File: config.mk
export PLATFORM = sky130hd
export DESIGN_NAME = umul_bi_ctrl
export DESIGN_NICKNAME = d
export VERILOG_FILES = /design/src/rtl/umul_bi_ctrl.sv
export SDC_FILE = /design/constraint.sdc
export NUM_CORES = 1
export LEC_CHECK = 0
export CAP_MARGIN = 20
export CORE_MARGIN = 2
export CORE_UTILIZATION = 32
export CTS_CLUSTER_DIAMETER = 40
export DETAILED_ROUTE_END_ITERATION = 12
export GPL_TIMING_DRIVEN = 0
export SLEW_MARGIN = 25
export SYNTH_ARGS = -nofsm -noshare
export SYNTH_HDL_FRONTEND = slang
export SYNTH_SLANG_ARGS = --single-unit
export TNS_END_PERCENT = 5
File: constraint.sdc
create_clock -name iClk -period 2.3 [get_ports iClk]
set_input_delay 0.69 -clock iClk [delete_from_list [all_inputs] [get_ports iClk]]
set_output_delay 0.69 -clock iClk [all_outputs]
set_load 0.03 [all_outputs]
File: src/rtl/umul_bi_ctrl.sv
// rtl/umul_bi_ctrl.sv - sequencer for one bipolar unary multiplier lane
//
// Purpose: accepts a multiply request (valid/ready), clears the lane's Sobol
// generators, strobes the B-operand load, enables the lane for 2^BITWIDTH
// cycles while counting ones on the product stream, then holds the result
// with a valid/ready handshake.
//
// Optional feature macro: UMUL_CTRL_BIPOLAR_OUT_EN
//   defined   -> oRes = 2*ones - 2^BITWIDTH (two's complement)
//   undefined -> oRes = ones count, zero-extended
//
// Ports:
//   iClk, iRst           clock, asynchronous active-high reset
//   iReqValid/oReqReady  request handshake (ready only in IDLE)
//   iAbort               cancel an operation in CLR/LOAD/RUN
//   iMult                product bit returned by the lane
//   oClr, oLoadB, oEn    lane control pins
//   oBusy                high in every state except IDLE
//   oResValid/iResReady  result handshake
//   oRes                 result, BITWIDTH+2 bits
module umul_bi_ctrl #(
  parameter int BITWIDTH = 8
) (
  input  logic                iClk,
  input  logic                iRst,
  input  logic                iReqValid,
  output logic                oReqReady,
  input  logic                iAbort,
  input  logic                iMult,
  output logic                oClr,
  output logic                oLoadB,
  output logic                oEn,
  output logic                oBusy,
  output logic                oResValid,
  input  logic                iResReady,
  output logic [BITWIDTH+1:0] oRes
);

  typedef enum logic [2:0] {
    IDLE = 3'd0,
    CLR  = 3'd1,
    LOAD = 3'd2,
    RUN  = 3'd3,
    DONE = 3'd4
  } state_t;

  localparam logic [BITWIDTH-1:0] CNT_LAST = '1;
  localparam logic [BITWIDTH-1:0] CNT_ONE  = {{(BITWIDTH-1){1'b0}}, 1'b1};

  state_t              state_q, state_d;
  logic [BITWIDTH-1:0] cnt_q, cnt_d;
  logic [BITWIDTH:0]   acc_q, acc_d;
  logic [BITWIDTH:0]   acc_next;
  logic [BITWIDTH+1:0] res_q, res_d;
  logic [BITWIDTH+1:0] res_enc;

  logic req_ready_q, req_ready_d;
  logic clr_q, clr_d;
  logic load_b_q, load_b_d;
  logic en_q, en_d;
  logic busy_q, busy_d;
  logic res_valid_q, res_valid_d;

  // Ones count including the current RUN cycle's product bit, so the last
  // RUN cycle's sample lands in the result captured on entry to DONE.
  assign acc_next = acc_q + {{BITWIDTH{1'b0}}, iMult};

`ifdef UMUL_CTRL_BIPOLAR_OUT_EN
  localparam logic [BITWIDTH+1:0] FULL_SCALE = {2'b01, {BITWIDTH{1'b0}}};
  assign res_enc = {acc_next, 1'b0} - FULL_SCALE;
`else
  assign res_enc = {1'b0, acc_next};
`endif

  always_comb begin
    state_d = state_q;
    cnt_d   = cnt_q;
    acc_d   = acc_q;
    res_d   = res_q;

    case (state_q)
      IDLE: begin
        // iAbort is deliberately ignored here.
        if (iReqValid && req_ready_q) state_d = CLR;
      end
      CLR: begin
        cnt_d   = '0;
        acc_d   = '0;
        state_d = iAbort ? IDLE : LOAD;
      end
      LOAD: begin
        // B buffer is not valid yet, so this cycle's iMult is not counted.
        state_d = iAbort ? IDLE : RUN;
      end
      RUN: begin
        if (iAbort) begin
          state_d = IDLE;
        end else begin
          cnt_d = cnt_q + CNT_ONE;
          acc_d = acc_next;
          if (cnt_q == CNT_LAST) begin
            state_d = DONE;
            res_d   = res_enc;
          end
        end
      end
      DONE: begin
        if (iResReady) state_d = IDLE;
      end
      default: state_d = IDLE;
    endcase

    // Outputs are registered, so they are decoded from the next state.
    req_ready_d = (state_d == IDLE);
    clr_d       = (state_d == CLR);
    load_b_d    = (state_d == LOAD);
    en_d        = (state_d == LOAD) || (state_d == RUN);
    busy_d      = (state_d != IDLE);
    res_valid_d = (state_d == DONE);
  end

  always_ff @(posedge iClk or posedge iRst) begin
    if (iRst) begin
      state_q     <= IDLE;
      cnt_q       <= '0;
      acc_q       <= '0;
      res_q       <= '0;
      req_ready_q <= 1'b1;
      clr_q       <= 1'b0;
      load_b_q    <= 1'b0;
      en_q        <= 1'b0;
      busy_q      <= 1'b0;
      res_valid_q <= 1'b0;
    end else begin
      state_q     <= state_d;
      cnt_q       <= cnt_d;
      acc_q       <= acc_d;
      res_q       <= res_d;
      req_ready_q <= req_ready_d;
      clr_q       <= clr_d;
      load_b_q    <= load_b_d;
      en_q        <= en_d;
      busy_q      <= busy_d;
      res_valid_q <= res_valid_d;
    end
  end

  assign oReqReady = req_ready_q;
  assign oClr      = clr_q;
  assign oLoadB    = load_b_q;
  assign oEn       = en_q;
  assign oBusy     = busy_q;
  assign oResValid = res_valid_q;
  assign oRes      = res_q;

endmodule

==> run summary, run 1 <==
Core Region -> 4750 um^2
final setup fails -> 0
row count -> 25
Synth Area in Simple Gates -> 16.3%
largest family of logic cells by synthesized area -> simple AND/OR/NAND/NOR gates
Max clock buf depth -> 2
Die W -> 74.6 um
Vias -> 1180
Synth Cell Area -> 1590 um^2
Worst VDD drop -> 0.000336 V
grt ovf -> 0
Post-synth top cells -> 34 x dfrtp_1, 19 x o21ai_0, 14 x nand2_1, 10 x nor2_1, 10 x xor2_1
Setup Fix Bufs, Post-CTS -> 0
DRC -> 0
post-synthesis sequential area ratio -> 55.0%
Cells after DPL -> 235
WL final -> 2880 um
Non-Filler Instances -> 243
P&R area growth vs syn -> 23.2%
P per Cell Area -> 785 nW/um^2
Max Slew Vio Count -> 0
Die ar. -> 5560 um^2
Worst Path Arrival -> 2.34 ns
top-count cell post-synth -> dfrtp_1
compound-cell area share of the yosys netlist -> 14.2%
share of cells above drive strength 1 -> 13.6%
Worst path slowest cell -> clkdlybuf4s50_1
Port Buffers -> 20
Die Y -> 74.6 um
# Max-Cap Violations -> 0
minimum clock period -> 2.17 ns
Initial Util -> 33.5%
Async S/R FF share, synth -> 100%
slowest stage delay, CP -> 0.53 ns
DRT iter0 DRCs -> 116
H-tree depth -> 2
ant diodes -> 0
Reg clk slew, reported paths -> 0.07 ns
post-synthesis adder-cell area fraction -> 2.35%
Hold Vio Cnt, Final -> 0
Synth top area share -> 53.4%
sw frac -> 31.6%
Final ANT Viol Nets -> 0
cell family with most CP delay -> simple AND/OR/NAND/NOR gates
clock power share -> 27.3%
TritonCTS clock tree -> done
vias per cell -> 4.86
warnings from Yosys -> 0
CP Class -> in -> reg
HP Start -> oRes[2]
first-pass GRT wire length -> 5050 um
Distinct cells, synth -> 33
Worst EP required -> 2.46 ns
total power -> 1540 uW
Buffers & Inverters on Critical Path -> 1
cell count after synthesis -> 148
Mapped Avg Cell Area -> 10.8 um^2
Leak -> 0.000885 uW
wire per inst -> 11.8 um
Slew HR -> 52.9%
R2R Path Start -> cnt_q[0]
status -> finished, final reports clean
largest net degree at the start of global routing -> 36
part of the power in combinational logic -> 24.7%
initial antenna violation count -> 0
clk sink count -> 35
largest fanout on the critical path -> 4
Total GRT Usage -> 11.9%
DP Wirelength -> 2010 um
worst path cell trace -> clkdlybuf4s50_1 > nand4bb_1 > a31oi_1 > or3_4 > or3_1
Fmax -> 460 MHz
mux contribution to synthesized area -> 1.41%
GP Congestion -> 0.841
clock latency on the worst-skew pair -> 0.28 ns
number of global-route vias before repair -> 1108
Worst Setup End Kind -> flop
final net count -> 184
drt pass-1 iters -> 4
period utilization -> 94.5%
P_sw -> 488 uW
main flop type after synthesis -> dfrtp_1
worst hold path class -> reg -> reg
Slew @ Worst Pin -> 0.706 ns
number of synthesized flops with an enable pin -> 0
clk_skew -> 0.00390 ns
power share of the sequential group -> 48.1%
CTS root buf -> clkbuf_8
RSZ-0062 raised after global routing -> false
total CTS buffers -> 5
Synth area leader -> dfrtp_1
P_int -> 1050 uW
number of synthesized register bits -> 35
nature of the critical path startpoint -> input port
Ports -> 22
top cells by area, synth -> dfrtp_1 53%, o21ai_0 6.0%, xor2_1 5.5%
post-synth net total -> 157
Setup crit start -> iAbort
Synth Area in XOR/XNOR -> 7.14%
## worst register-to-register path, stage by stage (launching register included)
cell and delay (ns):
dfrtp_1 0.38, ha_1 0.18, and3_4 0.21, a31oi_1 0.12, or3_4 0.41, or3_1 0.38
## repair_timing
item,4_1_cts,5_1_grt
endpoints found under the setup margin,0,2
hold buffers,0,0
resized for setup,0,2
## worst paths after layout
path	end	depth (start not counted)	slack (ns)
setup / recovery	oBusy	5	0.13
hold / removal	oRes[2]	2	0.48
setup reg to reg	oBusy	5	0.51
hold reg to reg	oRes[2]	2	0.48
max in group asynchronous	acc_q[2]	2	1.01
min in group asynchronous	cnt_q[5]	2	0.84
## per-layer routing
metal | GRT usage, % | part of all wire [%] | vias up
met2 | 18.0 | 45 | 21
met5 | 0 | 0 | -
met3 | 2.85 | 3.8 | 7
met4 | 5.36 | 1.9 | 0
met1 | 16.2 | 49 | 573
li1 | - | - | 579
## sequential cells by signal (all words and copies together), names as in the netlist
register,count
acc_q,9
oEn,1
oReqReady,1
oClr,1
oResValid,1
cnt_q,8
oRes,9
oBusy,1
state_q,3
oLoadB,1
## power by group through the flow
stage	Sequential (uW)	Clock, uW	Combinational [uW]
6_report	741	420	380
5_1_grt	752	461	414
3_3_place_gp	749	0	379
4_1_cts	741	433	386
3_5_place_dp	753	0	383
2_1_floorplan	818	0	180
## stage by stage
step	TNS [ns]	util [%]	instance area (um^2)	worst slack (ns)	hold WS, ns
final	0	41.3	1960	0.126	0.485
after global routing	0	41.3	1960	0.0133	0.509
after CTS	0	41.3	1960	0.129	0.488
after detailed placement	-1.51	39.5	1880	-0.169	0.473
after global placement	-1.48	39.5	1880	-0.165	0.464
after floorplan	0	-	1590	0.442	0.466
## layout by cell type, fill, tap and decap left out, types with 3 or more instances in the layout
| master | instances |
|---|---|
| nand3_1 | 4 |
| and3_1 | 4 |
| o2111ai_1 | 3 |
| clkbuf_8 | 5 |
| a22o_1 | 3 |
| nor2_1 | 10 |
| buf_2 | 3 |
| nand2_1 | 14 |
| o31ai_1 | 4 |
| o21ai_0 | 19 |
| ha_1 | 3 |
| clkdlybuf4s50_1 | 20 |
| a31oi_1 | 5 |
| clkinv_2 | 3 |
| xor2_1 | 10 |
| clkbuf_1 | 5 |
| dfrtp_1 | 34 |
| xnor2_1 | 3 |
## kinds of logic (layout without fill, tap and decap cells)
| kind of cell | Yosys count | count (layout) |
|---|---|---|
| DFF | 35 | 35 |
| and+or+nand+nor | 46 | 46 |
| other | 1 | 1 |
| xor gates and xnor gates | 13 | 13 |
| buffers and inverters | 12 | 40 |
| AOI/OAI and AO/OA | 36 | 36 |
| adders and majority gates | 3 | 3 |
| muxes | 2 | 2 |
## area by class of cell
class | instances | area [um^2]
clock buffer | 5 | 68.8
clock inverter | 3 | 15.0
buffer | 10 | 46.3
timing repair buffer | 20 | 200
sequential | 35 | 877
fill | 478 | 2790
inverter | 2 | 7.51
tap | 67 | 83.8
multi-input combinational | 101 | 664
Note: power is estimated with default switching activity, not from simulation.
==> run 2: changes to the inputs <==
- MAX_ROUTING_LAYER: not set -> met4
==> run 2 against run 1 <==
Against the previous run: via count shrank 0.17%; worst hold slack is essentially flat; non-clock buffer count is the same; sequential share of layout area is the same; cell area is the same; register-to-register slack is essentially flat; die area is the same; combinational power is essentially flat; critical endpoint unchanged; sequential power is essentially flat; routed wire length grew 0.17%.
==> run summary, run 2 (synthesis results as in run 1) <==
Max clock buf depth -> 2
grt ovf -> 0
commonest non-fill, non-tap cell in the layout -> dfrtp_1
drt pass-1 iters -> 4
total power -> 1540 uW
P&R area growth vs syn -> 23.2%
status -> finished, final reports clean
worst hold path class -> reg -> reg
largest fanout on the critical path -> 4
Initial Util -> 33.5%
final setup fails -> 0
TritonCTS clock tree -> done
total CTS buffers -> 5
first-pass GRT wire length -> 5050 um
Ports -> 22
DRT iter0 DRCs -> 165
nature of the critical path startpoint -> input port
Slew HR -> 52.8%
final net count -> 184
Vias -> 1178
Slew @ Worst Pin -> 0.707 ns
GP Congestion -> 0.854
clk sink count -> 35
period utilization -> 94.3%
WL final -> 2880 um
Hold Vio Cnt, Final -> 0
Worst EP required -> 2.46 ns
Die Y -> 74.6 um
power share of the sequential group -> 48.0%
vias per cell -> 4.85
worst hold path cell count -> 2
hold_ws -> 0.485 ns
Max Slew Vio Count -> 0
share of cells above drive strength 1 -> 13.6%
P_int -> 1050 uW
Core Region -> 4750 um^2
Final ANT Viol Nets -> 0
largest net degree at the start of global routing -> 36
part of the power in combinational logic -> 24.7%
Worst Path Arrival -> 2.33 ns
Setup Fix Bufs, Post-CTS -> 0
DP Wirelength -> 2010 um
final worst slack -> 0.131 ns
R2R cell count -> 5
CTS root buf -> clkbuf_8
Worst VDD drop -> 0.000336 V
# Max-Cap Violations -> 0
H-tree depth -> 2
Port Buffers -> 20
row count -> 25
wire per inst -> 11.9 um
Die W -> 74.6 um
most frequent cells in the layout -> 34 x dfrtp_1, 20 x clkdlybuf4s50_1, 19 x o21ai_0, 14 x nand2_1
DRC -> 0
Filler cells -> 478
sw frac -> 31.6%
P per Cell Area -> 785 nW/um^2
number of global-route vias before repair -> 1110
clk_skew -> 0.00405 ns
Total GRT Usage -> 12.3%
ant diodes -> 0
pre-CTS WS -> -0.169 ns
clock power share -> 27.2%
RSZ-0062 raised after global routing -> false
P_sw -> 488 uW
CP Class -> in -> reg
Worst Setup End Kind -> flop
minimum clock period -> 2.17 ns
Die ar. -> 5560 um^2
initial antenna violation count -> 0
clock latency on the worst-skew pair -> 0.28 ns
Reg clk slew, reported paths -> 0.07 ns
Fmax -> 461 MHz
Leak -> 0.000885 uW
## run 2: cell counts in the layout (fill, tap and decap cells not counted)
No cell type changed its count.
## run 2: timing repair
item,4_1_cts,5_1_grt
hold buffers,0,0
endpoints found under the setup margin,0,2
gates resized for setup,0,2
endpoints found under the hold margin,0,0
## run 2: metrics by stage
step           util [%]  instances  area, um^2  setup TNS, ns
2_1_floorplan         -        148        1590              0
3_3_place_gp       39.5        235        1880          -1.48
3_5_place_dp       39.5        235        1880          -1.51
4_1_cts            41.3        243        1960              0
5_1_grt            41.3        243        1960              0
6_report           41.3        243        1960              0
## run 2: power groups by stage
stage | clock, uW | combinational [uW] | sequential, uW
2_1_floorplan | 0 | 180 | 818
3_3_place_gp | 0 | 379 | 749
3_5_place_dp | 0 | 383 | 753
4_1_cts | 433 | 386 | 741
5_1_grt | 461 | 414 | 752
6_report | 420 | 381 | 741
## run 2: area by class of cell
type | instances | area [um^2] | area share (%)
plain buffers | 10 | 46.3 | 2.36
clock buffers | 5 | 68.8 | 3.51
clock inverters | 3 | 15.0 | 0.765
inverters | 2 | 7.51 | 0.382
multi-input cells | 101 | 664 | 33.8
flip-flops and latches | 35 | 877 | 44.7
well taps | 67 | 83.8 | 4.27
repair buffers | 20 | 200 | 10.2
## run 2: critical path, cell delays in order
cell,delay (ns)
clkdlybuf4s50_1,0.53
nand4bb_1,0.23
a31oi_1,0.10
or3_4,0.41
or3_1,0.38
## run 2: path summary, 6_finish.rpt
| path | start | end | slack, ns |
|---|---|---|---|
| worst max-delay path | iAbort | oBusy | 0.13 |
| worst min-delay path | oRes[2] | oRes[2] | 0.48 |
| worst max register to register | cnt_q[0] | oBusy | 0.51 |
| worst min register to register | oRes[2] | oRes[2] | 0.48 |
| max in group asynchronous | iRst | acc_q[2] | 1.01 |
| min in group asynchronous | iRst | cnt_q[5] | 0.84 |
## run 2: per-layer routing
metal	vias up	track usage [%]	part of all wire [%]
met1	566	16.2	49
met2	27	18.0	45
met3	7	2.85	4.3
met4	0	5.36	1.9
li1	578	-	-
met5	-	-	0
==> run 3: changes to the inputs <==
- CTS_CLUSTER_DIAMETER: 40 -> not set
- REMOVE_ABC_BUFFERS: not set -> 1
- SLEW_MARGIN: 25 -> 20
==> run 3 against run 2 <==
Against the previous run: maximum frequency is 1.1% lower; critical endpoint is now oRes[0]; die area unchanged; register-to-register slack got worse by 0.05 ns; routed wire length rose by 2.9%; clock skew increased by 0.0076 ns; cell area down 0.25%; clock-buffer cell count rose by 2.
==> run summary, run 3 (synthesis results as in run 1) <==
status -> finished, final reports clean
M2 GR Usage -> 18.8%
share of cells above drive strength 1 -> 13.3%
clock latency on the worst-skew pair -> 0.29 ns
final worst slack -> 0.106 ns
P per Cell Area -> 808 nW/um^2
DRC -> 0
Die W -> 74.6 um
Die Y -> 74.6 um
Max Slew Vio Count -> 0
Port Buffers -> 20
largest net degree at the start of global routing -> 36
Die ar. -> 5560 um^2
WHS Endpoint -> oRes[5]
met1 Use GR -> 15.7%
initial antenna violation count -> 0
grt ovf -> 0
Core Region -> 4750 um^2
R2R Path Start -> state_q[0]
Worst path slowest cell -> and4bb_2
CTS root buf -> clkbuf_8
R2R cell count -> 4
R2R Path End -> acc_q[7]
DP Wirelength -> 2000 um
Buffers & Inverters on Critical Path -> 1
Worst Setup End Kind -> flop
clk_skew -> 0.0116 ns
first-pass GRT wire length -> 5080 um
Fmax -> 456 MHz
clk sink count -> 35
slowest stage delay, CP -> 0.54 ns
DRT iter0 DRCs -> 83
drt pass-1 iters -> 4
Setup Fix Bufs, Post-CTS -> 0
Slew HR -> 51.0%
setup TNS -> 0 ns
period utilization -> 95.4%
Initial Util -> 33.5%
Worst Path Arrival -> 2.37 ns
GP Congestion -> 0.808
Final ANT Viol Nets -> 0
row count -> 25
H-tree depth -> 2
worst path cell trace -> clkdlybuf4s50_1 > and4bb_2 > nand4_4 > mux2_2
pre-CTS WS -> -0.455 ns
final instance area -> 1960 um^2
Total GRT Usage -> 12.8%
met3 Use GR -> 4.07%
commonest non-fill, non-tap cell in the layout -> dfrtp_1
Hold Vio Cnt, Final -> 0
worst hold path cell count -> 2
P&R area growth vs syn -> 22.8%
Max clock buf depth -> 2
GR peak layer -> met2
total CTS buffers -> 5
TritonCTS clock tree -> done
Slew @ Worst Pin -> 0.735 ns
post-place instance area -> 1830 um^2
Ports -> 22
Vias -> 1141
Leak -> 0.000866 uW
final core utilization -> 41.2%
final net count -> 174
final setup fails -> 0
vias per cell -> 4.90
Worst EP required -> 2.48 ns
HP Start -> oRes[5]
most frequent cells in the layout -> 34 x dfrtp_1, 20 x clkdlybuf4s50_1, 19 x o21ai_0, 14 x nand2_1, 10 x xor2_1
minimum clock period -> 2.19 ns
worst hold path class -> reg -> reg
cts hold-fix bufs -> 0
Reg clk slew, reported paths -> 0.07 ns
largest fanout on the critical path -> 18
Worst VDD drop -> 0.000335 V
WL final -> 2970 um
CP Class -> in -> reg
nature of the critical path startpoint -> input port
RSZ-0062 raised after global routing -> false
ant diodes -> 0
cell family with most CP delay -> simple AND/OR/NAND/NOR gates
number of global-route vias before repair -> 1101
setup slack, reg-to-reg -> 0.46 ns
wire per inst -> 12.7 um
# Max-Cap Violations -> 0
[run 3: layer usage]
layer	up-vias	wire (um)
li1	561	-
met1	540	1410
met2	34	1340
met3	6	150
met4	0	71
met5	-	0
[run 3: final cells by class]
class | instances | area, um^2
flip-flops and latches | 35 | 877
clock buffers | 7 | 86.3
well taps | 67 | 83.8
clock inverters | 1 | 5.00
multi-input cells | 101 | 698
inverters | 2 | 7.51
fillers | 480 | 2800
repair buffers | 20 | 200
[run 3: worst max-delay path by stage]
stage	startpoint	to	slack (ns)	depth (start not counted)
global route	iAbort	oRes[0]	0.03	4
floorplan	iAbort	oBusy	0.32	4
detailed placement	iAbort	oBusy	-0.46	5
finish	iAbort	oRes[0]	0.11	4
global placement	iAbort	oBusy	-0.42	5
CTS	iAbort	acc_q[7]	0.02	5
[run 3: power by group]
group	switching, uW	leakage, uW	internal (uW)
logic	222	0.000338	153
clock network	213	0.0000482	241
registers	62.9	0.000479	690
[run 3: stage by stage]
step           power, uW  std cells  hold WS, ns
3_3_place_gp        1110        225        0.462
6_report            1580        233        0.475
3_5_place_dp        1120        225        0.471
2_1_floorplan        983        138        0.466
4_1_cts             1590        233        0.486
5_1_grt             1680        233        0.508
[run 3: worst reg2reg max path, delay by kind of cell, from the launching register on]
family / cells / cell delay (ns)
compound gates: 2 / 0.36
simple gates: 2 / 0.86
flops: 1 / 0.50
[run 3: timing repair]
item	in CTS	in global routing
gates resized for setup	3	3
endpoints found under the setup margin	9	9
cloned	0	0
